**config.mk**
```make
export PLATFORM = sky130hd
export DESIGN_NAME = wb_writeback_stage_flat
export DESIGN_NICKNAME = d
export VERILOG_FILES = /design/src/rtl/wb_writeback_stage_if.sv /design/src/rtl/wb_writeback_stage.sv /design/src/flat_wrapper.sv
export SDC_FILE = /design/constraint.sdc
export NUM_CORES = 1
export LEC_CHECK = 0
export BUFFER_PORTS_ARGS = -buffer_cell sky130_fd_sc_hd__buf_2
export CORE_ASPECT_RATIO = 1.25
export CORE_MARGIN = 2
export CORE_UTILIZATION = 50
export DETAILED_ROUTE_END_ITERATION = 10
export PLACE_DENSITY = 0.89
export SYNTH_ARGS = -nofsm -noshare
export SYNTH_HDL_FRONTEND = slang
export SYNTH_SLANG_ARGS = --single-unit
```
**constraint.sdc**
```tcl
create_clock -name i_clk -period 4.8 [get_ports i_clk]
set_clock_uncertainty 0.1 [all_clocks]
set_input_delay 0 -clock i_clk [delete_from_list [all_inputs] [get_ports i_clk]]
set_output_delay 0 -clock i_clk [all_outputs]
set_load 0.02 [all_outputs]
```
**src/rtl/wb_writeback_stage_if.sv**
```systemverilog
// MEM/WB bus for wb_writeback_stage: pipeline controls and operands in, register-file write port out.
// The master drives the i_* side and observes o_*; the stage itself uses the slave modport.
interface wb_writeback_stage_if #(
  parameter int NBITS     = 32,
  parameter int NREG_BITS = 5,
  parameter int CNT_BITS  = 32
);
  // No valid/ready pair: i_valid marks a real instruction, i_stall is a hold
  // request (registers keep their value) and i_flush turns the next capture into a bubble.
  logic                 i_stall;
  logic                 i_flush;
  logic                 i_valid;
  logic                 i_RegWrite;
  logic                 i_MemToReg;
  logic                 i_JAL;
  logic [NREG_BITS-1:0] i_RegDst;
  logic [NBITS-1:0]     i_ALU_Result;
  logic [NBITS-1:0]     i_MemDatos;
  logic [NBITS-1:0]     i_PC_8;
  logic [1:0]           i_LoadSize;
  logic                 i_LoadUnsigned;
  logic [1:0]           i_ByteOffset;
  logic                 o_valid;
  logic                 o_RegWrite;
  logic [NREG_BITS-1:0] o_RegDst;
  logic [NBITS-1:0]     o_Registro;
  logic [CNT_BITS-1:0]  o_retired;

  modport master (
    output i_stall, i_flush, i_valid, i_RegWrite, i_MemToReg, i_JAL, i_RegDst,
           i_ALU_Result, i_MemDatos, i_PC_8, i_LoadSize, i_LoadUnsigned, i_ByteOffset,
    input  o_valid, o_RegWrite, o_RegDst, o_Registro, o_retired
  );

  modport slave (
    input  i_stall, i_flush, i_valid, i_RegWrite, i_MemToReg, i_JAL, i_RegDst,
           i_ALU_Result, i_MemDatos, i_PC_8, i_LoadSize, i_LoadUnsigned, i_ByteOffset,
    output o_valid, o_RegWrite, o_RegDst, o_Registro, o_retired
  );
endinterface

```
**src/rtl/wb_writeback_stage.sv**
```systemverilog
// MIPS MEM/WB register with write-data select (PC+8 / load / ALU) and a retired-write counter.
// Define WB_LOAD_EXT_EN to add byte/halfword extraction with sign/zero extension (requires NBITS=32).
module wb_writeback_stage #(
  parameter int NBITS     = 32,
  parameter int NREG_BITS = 5,
  parameter int CNT_BITS  = 32
) (
  input  logic                 i_clk,
  input  logic                 i_reset,
  wb_writeback_stage_if.slave  wb
);

  logic [NBITS-1:0]     load_val;
  logic [NBITS-1:0]     registro_d, registro_q;
  logic                 valid_d, valid_q;
  logic                 regwrite_d, regwrite_q;
  logic [NREG_BITS-1:0] regdst_d, regdst_q;
  logic [CNT_BITS-1:0]  retired_d, retired_q;
  logic                 wr_qual;

`ifdef WB_LOAD_EXT_EN
  logic [7:0]  byte_sel;
  logic [15:0] half_sel;

  always_comb begin
    byte_sel = 8'h00;
    case (wb.i_ByteOffset)
      2'd0:    byte_sel = wb.i_MemDatos[7:0];
      2'd1:    byte_sel = wb.i_MemDatos[15:8];
      2'd2:    byte_sel = wb.i_MemDatos[23:16];
      default: byte_sel = wb.i_MemDatos[31:24];
    endcase
    // Halfword offset bit 0 is ignored: misaligned halves are not trapped here.
    half_sel = wb.i_ByteOffset[1] ? wb.i_MemDatos[31:16] : wb.i_MemDatos[15:0];
    load_val = wb.i_MemDatos;
    case (wb.i_LoadSize)
      2'b00:   load_val = {{(NBITS-8){~wb.i_LoadUnsigned & byte_sel[7]}}, byte_sel};
      2'b01:   load_val = {{(NBITS-16){~wb.i_LoadUnsigned & half_sel[15]}}, half_sel};
      default: load_val = wb.i_MemDatos;
    endcase
  end
`else
  assign load_val = wb.i_MemDatos;
`endif

  assign wr_qual = wb.i_valid & wb.i_RegWrite & (wb.i_RegDst != '0);

  always_comb begin
    valid_d    = valid_q;
    regwrite_d = regwrite_q;
    regdst_d   = regdst_q;
    registro_d = registro_q;
    retired_d  = retired_q;
    if (wb.i_flush) begin
      valid_d    = 1'b0;
      regwrite_d = 1'b0;
      regdst_d   = '0;
      registro_d = '0;
    end else if (!wb.i_stall) begin
      valid_d    = wb.i_valid;
      regwrite_d = wr_qual;
      regdst_d   = wb.i_RegDst;
      // JAL link beats MemToReg.
      if (wb.i_JAL)          registro_d = wb.i_PC_8;
      else if (wb.i_MemToReg) registro_d = load_val;
      else                   registro_d = wb.i_ALU_Result;
      if (wr_qual) retired_d = retired_q + 1'b1;
    end
  end

  always_ff @(posedge i_clk or negedge i_reset) begin
    if (!i_reset) begin
      valid_q    <= 1'b0;
      regwrite_q <= 1'b0;
      regdst_q   <= '0;
      registro_q <= '0;
      retired_q  <= '0;
    end else begin
      valid_q    <= valid_d;
      regwrite_q <= regwrite_d;
      regdst_q   <= regdst_d;
      registro_q <= registro_d;
      retired_q  <= retired_d;
    end
  end

  assign wb.o_valid    = valid_q;
  assign wb.o_RegWrite = regwrite_q;
  assign wb.o_RegDst   = regdst_q;
  assign wb.o_Registro = registro_q;
  assign wb.o_retired  = retired_q;

endmodule

```
**src/flat_wrapper.sv**
```systemverilog
// flat-port wrapper written by rule: the top's interface ports become plain ports
module wb_writeback_stage_flat 
#(
  parameter int NBITS     = 32,
  parameter int NREG_BITS = 5,
  parameter int CNT_BITS  = 32
)
  (i_clk, i_reset, wb_i_stall, wb_i_flush, wb_i_valid, wb_i_RegWrite, wb_i_MemToReg, wb_i_JAL, wb_i_RegDst, wb_i_ALU_Result, wb_i_MemDatos, wb_i_PC_8, wb_i_LoadSize, wb_i_LoadUnsigned, wb_i_ByteOffset, wb_o_valid, wb_o_RegWrite, wb_o_RegDst, wb_o_Registro, wb_o_retired);
  wb_writeback_stage_if #(.NBITS(NBITS), .NREG_BITS(NREG_BITS), .CNT_BITS(CNT_BITS)) wb_i ();
  input  logic i_clk;
  input  logic i_reset;
  input wire logic [$bits(wb_i.i_stall)-1:0] wb_i_stall;
  input wire logic [$bits(wb_i.i_flush)-1:0] wb_i_flush;
  input wire logic [$bits(wb_i.i_valid)-1:0] wb_i_valid;
  input wire logic [$bits(wb_i.i_RegWrite)-1:0] wb_i_RegWrite;
  input wire logic [$bits(wb_i.i_MemToReg)-1:0] wb_i_MemToReg;
  input wire logic [$bits(wb_i.i_JAL)-1:0] wb_i_JAL;
  input wire logic [$bits(wb_i.i_RegDst)-1:0] wb_i_RegDst;
  input wire logic [$bits(wb_i.i_ALU_Result)-1:0] wb_i_ALU_Result;
  input wire logic [$bits(wb_i.i_MemDatos)-1:0] wb_i_MemDatos;
  input wire logic [$bits(wb_i.i_PC_8)-1:0] wb_i_PC_8;
  input wire logic [$bits(wb_i.i_LoadSize)-1:0] wb_i_LoadSize;
  input wire logic [$bits(wb_i.i_LoadUnsigned)-1:0] wb_i_LoadUnsigned;
  input wire logic [$bits(wb_i.i_ByteOffset)-1:0] wb_i_ByteOffset;
  output wire logic [$bits(wb_i.o_valid)-1:0] wb_o_valid;
  output wire logic [$bits(wb_i.o_RegWrite)-1:0] wb_o_RegWrite;
  output wire logic [$bits(wb_i.o_RegDst)-1:0] wb_o_RegDst;
  output wire logic [$bits(wb_i.o_Registro)-1:0] wb_o_Registro;
  output wire logic [$bits(wb_i.o_retired)-1:0] wb_o_retired;
  assign wb_i.i_stall = wb_i_stall;
  assign wb_i.i_flush = wb_i_flush;
  assign wb_i.i_valid = wb_i_valid;
  assign wb_i.i_RegWrite = wb_i_RegWrite;
  assign wb_i.i_MemToReg = wb_i_MemToReg;
  assign wb_i.i_JAL = wb_i_JAL;
  assign wb_i.i_RegDst = wb_i_RegDst;
  assign wb_i.i_ALU_Result = wb_i_ALU_Result;
  assign wb_i.i_MemDatos = wb_i_MemDatos;
  assign wb_i.i_PC_8 = wb_i_PC_8;
  assign wb_i.i_LoadSize = wb_i_LoadSize;
  assign wb_i.i_LoadUnsigned = wb_i_LoadUnsigned;
  assign wb_i.i_ByteOffset = wb_i_ByteOffset;
  assign wb_o_valid = wb_i.o_valid;
  assign wb_o_RegWrite = wb_i.o_RegWrite;
  assign wb_o_RegDst = wb_i.o_RegDst;
  assign wb_o_Registro = wb_i.o_Registro;
  assign wb_o_retired = wb_i.o_retired;
  wb_writeback_stage #(.NBITS(NBITS), .NREG_BITS(NREG_BITS), .CNT_BITS(CNT_BITS)) u_core (.i_clk(i_clk), .i_reset(i_reset), .wb(wb_i));
endmodule
```
==> results of run 1 <==
## state kept, by name, summed over array words and instances (netlist names)
signal                cells
u_core.wb.o_RegWrite      1
u_core.wb.o_valid         1
u_core.wb.o_RegDst        5
u_core.wb.o_retired      32
u_core.wb.o_Registro     32
## cell type report
type | instances | share of cell area [%]
multi-input cells | 277 | 35.7
flip-flops and latches | 71 | 33.5
repair buffers | 221 | 24.7
clock buffers | 10 | 2.59
well taps | 92 | 2.17
clock inverters | 5 | 1.11
inverters | 3 | 0.212
## cells in the mapped netlist, types with 7 or more instances
cell type	count
dfrtp_1	71
mux2i_1	70
nand2_1	46
nor2_1	39
o21ai_0	33
xnor2_1	18
xor2_1	13
clkbuf_1	10
nand3_1	10
nor3_1	9
nand4_1	8
and4_1	7
buf_2	7
## critical path, cell delays in order
cell,delay (ns)
dlygate4sd3_1,0.53
buf_2,0.13
or4_4,0.56
o21ai_2,0.55
nor4_1,0.18
xor2_1,0.18
## per-layer routing
layer	global-route usage, %	share of wire (%)
met4	12.3	3.3
met1	30.5	38
met5	0	0
met3	7.13	8.9
met2	46.3	50
## stage by stage
| stage | cells | instance area (um2) |
|---|---|---|
| after floorplan | 375 | 3790 |
| after global placement | 624 | 4710 |
| after detailed placement | 624 | 4710 |
| after CTS | 679 | 5300 |
| after global routing | 679 | 5300 |
| final | 679 | 5300 |
## power breakdown
group	internal [mW]	switching, mW	total, mW
clock	0.251	0.219	0.470
combinational	0.136	0.170	0.306
sequential	0.634	0.0323	0.667
## cell families (layout without fill, tap and decap cells)
family	Yosys count	count (layout)	synth area share [%]
AOI/OAI and AO/OA	36	36	5.31
and+or+nand+nor	139	139	18.6
adders and majority gates	1	1	0.330
xor gates and xnor gates	31	31	7.15
DFF	71	71	46.8
muxes	70	70	18.5
buffers and inverters	27	239	3.30
## final timing paths
| kind | end | slack, ns | depth (start not counted) |
|---|---|---|---|
| worst min register to register | u_core.wb.o_retired[25] | 0.39 | 1 |
| max in group asynchronous | u_core.wb.o_retired[30] | 3.69 | 3 |
| worst min-delay path | u_core.wb.o_Registro[25] | 0.01 | 5 |
| worst max-delay path | u_core.wb.o_retired[31] | 2.77 | 6 |
| min in group asynchronous | u_core.wb.o_Registro[1] | 0.27 | 3 |
| worst max register to register | u_core.wb.o_retired[28] | 3.00 | 5 |
## repair_timing
action	4_1_cts	5_1_grt
endpoints found under the setup margin	0	0
endpoints found under the hold margin	109	0
hold buffers	40	0
==> summary.txt, run 1 <==
Detailed routing
  – Total detailed-routing wirelength: approximately 11000 um
  – Initial drt markers: ~120
  – Drt first pass iters: 4
  – Routed Antenna Nets: 0
  – DRC viols: 0
  – Via/cell ratio: ~5.4
  – Routed via count: around 3.7k
  – WL per Instance: around 17 um

STA
  – Hold Vio Cnt, Final: 0
  – Minimum clock period: roughly 2 ns
  – Slew Limit Headroom: a little over a third
  – Setup repair after global routing missed its margin: no
  – Hold WS: roughly 0.01 ns
  – Max Slew Vio Count: 0
  – Fmax: 492 MHz
  – TNS Setup: 0 ns
  – # setup viols final: 0
  – PnR worst setup slack: about 2.8 ns
  – Worst Tran Pin Value: 0.960 ns
  – Period utilization: 42.3%

Synthesis
  – Post-synthesis register bit count: 71
  – Mapped Nets: 490
  – Synth Cell Area: 0.00379 mm2
  – Synth warn: 0
  – Cell taking the most area after synthesis: dfrtp_1
  – Syn Area/Cell: roughly 10 um2
  – Post-synth ARST share: between 90% and 100%
  – Seq/Total Area, Yosys: a little under half
  – Distinct cells, synth: 27
  – Post-synth top area share: between 40% and 50%
  – Dominant cells by area after synthesis: dfrtp_1 47%, mux2i_1 18%, nand2_1 4.5%, o21ai_0 4.4%, xnor2_1 4.2%
  – Number of flops mapped to enable cells by yosys: 0
  – Most used DFF post-synth: dfrtp_1
  – Post-Synthesis Cells: between 300 and 400

Floorplan
  – Core area: between 0.007 and 0.008 mm2
  – Row count: 35
  – Die H: around 100 um
  – Initial Utilization: 51.6%
  – Die area: 0.00831 mm2
  – Die Span X: between 80 and 90 um
  – I/O pin total: 185

Pwr
  – Peak VDD IR: roughly 0.26 mV
  – Leak: ~2.9 nW
  – Total power: 1.44 mW
  – PwrDens: approximately 270 mW/mm2

Layout
  – Reg area: roughly 0.0018 mm2
  – Area grow syn2layout: 39.8%
  – Commonest cells after routing, fill and taps aside: 179 x buf_2, 71 x dfrtp_1, 70 x mux2i_1
  – Multi-input gate area: 0.00189 mm2
  – Finished Core Util: slightly above 70%
  – Final nets: around 700
  – Antenna cell count: 0
  – Layout cells sized above 1: between 30% and 40%
  – FILL cells: roughly 500
  – Commonest non-fill, non-tap cell in the layout: buf_2

Global route
  – Total GRT Usage: 26.8%
  – Total gr overflow: 0
  – Vias in the first global route: 3559
  – Initial antenna violation count: 0
  – Largest net degree at the start of global routing: between 70 and 80
  – First-pass GRT wire length: approximately 17000 um

Clock network
  – Clk_lat worst skew: 0.34 ns
  – Total CTS buffers: 9
  – # resized after CTS: 0
  – CTS Root Cell: clkbuf_8
  – Clock transition at the registers of the reported paths: 0.07 ns
  – CTS sink cnt: slightly above 70
  – Clock Path Buffers: 2
  – Htree depth: 3
  – Number of setup buffers added after CTS: 0
  – TritonCTS clock tree: built

Hold path
  – Hold Crit Class: input pin to register
  – Min-delay src: wb_i_ALU_Result[25]

Worst setup path
  – Worst EP required: around 5 ns
  – R2r startpoint: u_core.wb.o_retired[0]
  – Critical path startpoint: wb_i_RegDst[2]
  – Setup crit start kind: input pin
  – Worst setup EP type: register
  – Worst Path Arrival: around 2.1 ns
  – Crit Path Max Fanout: 13
  – Crit path kind: input pin to register

Placement
  – Dpl ws: slightly below 3 ns
  – I/O Buffers: between 150 and 200
  – Hpwl dp: 6990 um
  – Final GP Congestion: approximately 0.78

Outcome
  – Status: complete, no violations

Flow run
  – Max-cap violation count: 0
Power figures use the tool's default switching activity.
==> run 2, diff against run 1 <==
Settings changed: CORE_UTILIZATION 50 to 47, PLACE_DENSITY 0.89 to 0.84.
Clock period 4.8 ns to 2 ns, I/O delays scaled along.
==> summary.txt, run 2 (same netlist as run 1, synthesis figures left out) <==
Layout
  – Reg area: approximately 0.0018 mm2
  – Final nets: 706
  – Final cell count without fillers: between 600 and 700
  – Antenna cell count: 0
  – Post-route design area: about 0.0054 mm2
  – Area grow syn2layout: 42.4%
  – Commonest cells after routing, fill and taps aside: 179 x buf_2, 71 x dfrtp_1, 70 x mux2i_1
  – Layout cells sized above 1: approximately a third
  – Multi-input gate area: 0.00189 mm2
  – FILL cells: 566
  – Commonest non-fill, non-tap cell in the layout: buf_2

Worst setup path
  – Worst-case reg-to-reg path depth: 5
  – Crit-path max cell delay: roughly 0.4 ns
  – Setup crit start kind: register
  – Worst EP required: 2.16 ns
  – Worst R2R Setup Slack: between 0.2 and 0.25 ns
  – Buffers and inverters on the worst path: 0
  – Critical path's top delay family: simple AND/OR/NAND/NOR gates
  – Crit path kind: register to register
  – R2r startpoint: u_core.wb.o_retired[0]
  – Worst setup EP type: register
  – Worst Path Arrival: about 1.9 ns
  – CP max stage cell: dfrtp_1
  – Reg-to-Reg End: u_core.wb.o_retired[20]
  – Crit Path Max Fanout: 7
  – Crit path cell chain: ha_1 > and4_1 > nand4_4 > nor3_1 > xor2_1

Detailed routing
  – Drt first pass iters: 4
  – Met2 WL: 5510 um
  – DRC viols: 0
  – Via/cell ratio: about 5.3
  – Max layer used: met4
  – WL per Instance: 16.2 um
  – Total detailed-routing wirelength: about 11000 um
  – Routed via count: 3665
  – WL met3: approximately 870 um
  – Initial drt markers: roughly 150
  – Routed Antenna Nets: 0
  – WL met1: 4530 um

Placement
  – Final GP Congestion: a little under 0.9
  – Placed insts: approximately 630
  – I/O Buffers: roughly 180
  – Placed cell area: between 0.004 and 0.005 mm2
  – Hpwl dp: approximately 7400 um

STA
  – Fmax: 567 MHz
  – Hold Vio Cnt, Final: 0
  – # setup viols final: 0
  – Slew Limit Headroom: 54.2%
  – Setup repair after global routing missed its margin: no
  – Worst Tran Pin Value: roughly 0.7 ns
  – Max Slew Vio Count: 0
  – TNS Setup: 0 ns
  – Minimum clock period: 1.76 ns
  – Period utilization: approximately nine tenths

Clock network
  – Total CTS buffers: 9
  – Clock Path Buffers: 2
  – # resized after CTS: 0
  – TritonCTS clock tree: built
  – Clock transition at the registers of the reported paths: 0.07 ns
  – Number of setup buffers added after CTS: 0
  – Htree depth: 3
  – Post-CTS Hold Buffers: 41
  – CTS Root Cell: clkbuf_8
  – CTS sink cnt: just over 70
  – Clk_lat worst skew: about 0.35 ns

Global route
  – Total GRT Usage: around a quarter
  – Total gr overflow: 0
  – Initial antenna violation count: 0
  – First-pass GRT wire length: 18200 um
  – Largest net degree at the start of global routing: 72
  – Vias in the first global route: roughly 3.7k

Floorplan
  – Die area: ~0.0088 mm2
  – Core area: 0.00784 mm2
  – Initial Utilization: between 40% and 50%
  – Die H: 104 um
  – I/O pin total: between 150 and 200
  – Row count: 36
  – Die Span X: 84.4 um

Pwr
  – Leak: 2.99 nW
  – PwrDens: approximately 660 mW/mm2
  – Peak VDD IR: between 0.5 and 0.6 mV

Outcome
  – Status: complete, no violations

Hold path
  – Hold-critical path endpoint: u_core.wb.o_Registro[3]
  – Hold Crit Class: input pin to register
  – Min-Delay Path Depth: 5
  – Min-delay src: wb_i_ALU_Result[3]

Flow run
  – Max-cap violation count: 0
## run 2: cell count changes in the layout (fill, tap and decap cells not counted), sizes merged
cell	before	now
buf	181	188
bufinv	1	2
clkbuf	10	12
clkinvlp	2	0
dlygate4sd3	40	41
## run 2: metrics by stage
step	setup slack (ns)	utilization [%]	hold slack (ns)	power, mW
3_3_place_gp	0.316	61.1	-0.0461	2.27
5_1_grt	0.0785	68.9	0.0329	3.74
3_5_place_dp	0.260	61.1	-0.0414	2.29
2_1_floorplan	0.317	-	-0.396	1.99
4_1_cts	0.230	68.9	0.00100	3.58
6_report	0.236	68.9	0.00597	3.57
## run 2: report_power, final
part | internal, mW | total [mW] | leakage [nW] | switching, mW
logic | 0.338 | 0.746 | 1.94 | 0.408
clock network | 0.700 | 1.23 | 0.104 | 0.530
registers | 1.52 | 1.60 | 0.946 | 0.0748
## run 2: metal layers
metal  vias up  track usage, %
met5         -               0
met2       174            44.6
met3        29            6.11
met4         0            11.3
met1      1732            30.7
li1       1730               -
## run 2: final cells by class
class                   instances  area share (%)
clock buffers                  12            2.50
clock inverters                 4            1.30
inverters                       3           0.208
multi-input cells             277            35.0
flip-flops and latches         71            32.9
well taps                      95            2.20
repair buffers                229            25.9
## run 2: tightest hold or removal path, delay by kind of cell
| family | cells | cell delay [ns] |
|---|---|---|
| simple gates | 1 | 0.08 |
| mux | 2 | 0.12 |
| compound gates | 1 | 0.15 |
| buf+inv | 1 | 0.07 |
## run 2: worst max path at each step
stage / cells after the start / start / endpoint
after detailed placement: 5 / u_core.wb.o_retired[0] / u_core.wb.o_retired[20]
after global placement: 4 / u_core.wb.o_retired[9] / u_core.wb.o_retired[29]
after floorplan: 5 / u_core.wb.o_retired[0] / u_core.wb.o_retired[28]
after global routing: 4 / u_core.wb.o_retired[9] / u_core.wb.o_retired[20]
after CTS: 5 / u_core.wb.o_retired[0] / u_core.wb.o_retired[20]
final: 5 / u_core.wb.o_retired[0] / u_core.wb.o_retired[20]
==> run 3, diff against run 2 <==
Settings changed: SETUP_SLACK_MARGIN set to 0.4.
==> summary.txt, run 3 (same netlist as run 1, synthesis figures left out) <==
Outcome
  – Status: complete, no violations

Worst setup path
  – Crit path kind: register to register
  – Setup crit start kind: register
  – Crit Path Max Fanout: 7
  – CP max stage cell: dfrtp_2
  – Worst Path Arrival: between 1.5 and 2 ns
  – Worst EP required: around 2.2 ns
  – Critical path's top delay family: simple AND/OR/NAND/NOR gates
  – Worst setup EP type: register
  – R2r startpoint: u_core.wb.o_retired[1]
  – Reg-to-Reg End: u_core.wb.o_retired[24]
  – Crit path cell chain: ha_4 > and4_4 > nand4_4 > nor4_4 > xor2_1
  – Worst-case reg-to-reg path depth: 5
  – Buffers and inverters on the worst path: 0
  – Crit-path max cell delay: ~0.40 ns
  – Worst R2R Setup Slack: 0.41 ns

Layout
  – Final nets: just over 700
  – Finished Core Util: a little over two thirds
  – Commonest non-fill, non-tap cell in the layout: buf_2
  – Antenna cell count: 0
  – Layout cells sized above 1: between 30% and 40%
  – Commonest cells after routing, fill and taps aside: 179 x buf_2, 70 x mux2i_1, 64 x dfrtp_1
  – Area grow syn2layout: 44.4%
  – FILL cells: ~550

STA
  – TNS Setup: 0 ns
  – Max Slew Vio Count: 0
  – Minimum clock period: 1.59 ns
  – Fmax: 628 MHz
  – Period utilization: about four fifths
  – Hold WS: 0.0120 ns
  – # setup viols final: 0
  – Worst Tran Pin Value: 0.670 ns
  – Hold Vio Cnt, Final: 0
  – Setup repair after global routing missed its margin: yes
  – Slew Limit Headroom: between 50% and 60%

Global route
  – Initial antenna violation count: 0
  – Total GRT Usage: between 20% and 30%
  – Largest net degree at the start of global routing: between 40 and 50
  – Vias in the first global route: 3880
  – Total gr overflow: 0
  – First-pass GRT wire length: ~19000 um

Pwr
  – Peak VDD IR: ~0.55 mV
  – Total power: about 3.4 mW
  – PwrDens: 626 mW/mm2
  – Leak: between 2 and 3 nW

Hold path
  – Min-delay src: wb_i_ALU_Result[5]
  – Hold-critical path endpoint: u_core.wb.o_Registro[5]
  – Min-Delay Path Depth: 5
  – Hold Crit Class: input pin to register

Clock network
  – Clk_lat worst skew: around 0.35 ns
  – Clock Path Buffers: 2
  – Clock transition at the registers of the reported paths: around 0.070 ns
  – Htree depth: 3
  – TritonCTS clock tree: built
  – CTS Root Cell: clkbuf_8
  – CTS sink cnt: around 70
  – Total CTS buffers: 9

Floorplan
  – Die area: between 0.008 and 0.009 mm2
  – Initial Utilization: 48.4%
  – Row count: 36
  – Die H: roughly 100 um
  – Core area: around 0.008 mm2
  – Die Span X: about 84 um
  – I/O pin total: between 150 and 200

Detailed routing
  – DRC viols: 0
  – WL per Instance: between 15 and 20 um
  – Total detailed-routing wirelength: 11900 um
  – Routed via count: roughly 3.8k
  – Via/cell ratio: 5.45
  – Initial drt markers: a little over 200
  – Routed Antenna Nets: 0
  – Drt first pass iters: 5

Placement
  – I/O Buffers: between 150 and 200
  – Final GP Congestion: ~0.88
  – Hpwl dp: between 7000 and 8000 um

Flow run
  – Max-cap violation count: 0
run 3: cell count changes in the layout (fill, tap and decap cells not counted), sizes merged:
cell    before  now
buf        188  191
clkbuf      12   15
bufinv       2    0
clkinv       2    1
run 3: through the flow:
step	area [um2]	instances	worst slack, ns
finish	5480	694	0.408
global route	5480	694	0.328
CTS	5450	693	0.413
detailed placement	4790	633	0.303
global placement	4790	633	0.326
floorplan	3800	375	0.394
run 3: how the worst max path moves through the flow:
stage,start,endpoint,slack (ns),cells after the start
5_1_grt,u_core.wb.o_retired[1],u_core.wb.o_retired[24],0.33,5
2_1_floorplan,u_core.wb.o_retired[0],u_core.wb.o_retired[28],0.39,5
3_5_place_dp,u_core.wb.o_retired[18],u_core.wb.o_retired[31],0.30,4
4_1_cts,u_core.wb.o_retired[6],u_core.wb.o_retired[18],0.41,4
3_3_place_gp,u_core.wb.o_retired[9],u_core.wb.o_retired[27],0.33,4
6_report,u_core.wb.o_retired[1],u_core.wb.o_retired[24],0.41,5
run 3: per-layer routing:
layer	track usage, %	part of all wire (%)	vias up
li1	-	-	1732
met1	30.1	38	1815
met2	47.7	51	199
met3	4.84	6.9	33
met4	14.1	3.6	0
met5	0	0	-
run 3: power by group:
| group | internal, mW | switching [mW] |
|---|---|---|
| Clock | 0.486 | 0.508 |
| Combinational | 0.391 | 0.438 |
| Sequential | 1.53 | 0.0787 |
| Total | 2.40 | 1.03 |
run 3: cell type report:
class                      instances  area [um2]  share of cell area [%]
multi-input combinational        277        1980                    36.2
sequential                        71        1790                    32.6
tap                               95         119                    2.17
clock inverter                     1        5.00                  0.0913
inverter                           3        11.3                   0.205
timing repair buffer             232        1420                    25.9
clock buffer                      15         156                    2.85
run 3: worst reg2reg max path: stages (launching register included):
cell and delay [ns]:
dfrtp_2 0.40, ha_4 0.15, and4_4 0.24, nand4_4 0.20
nor4_4 0.24, xor2_1 0.20
run 3: timing repair:
| action | CTS | global route |
|---|---|---|
| endpoints found under the setup margin | 11 | 16 |
| buffers inserted | 3 | 1 |
| hold buffers | 41 | 0 |
| hold endpoints to repair | 108 | 0 |
| pin swaps | 5 | 1 |
| gates resized for setup | 16 | 8 |
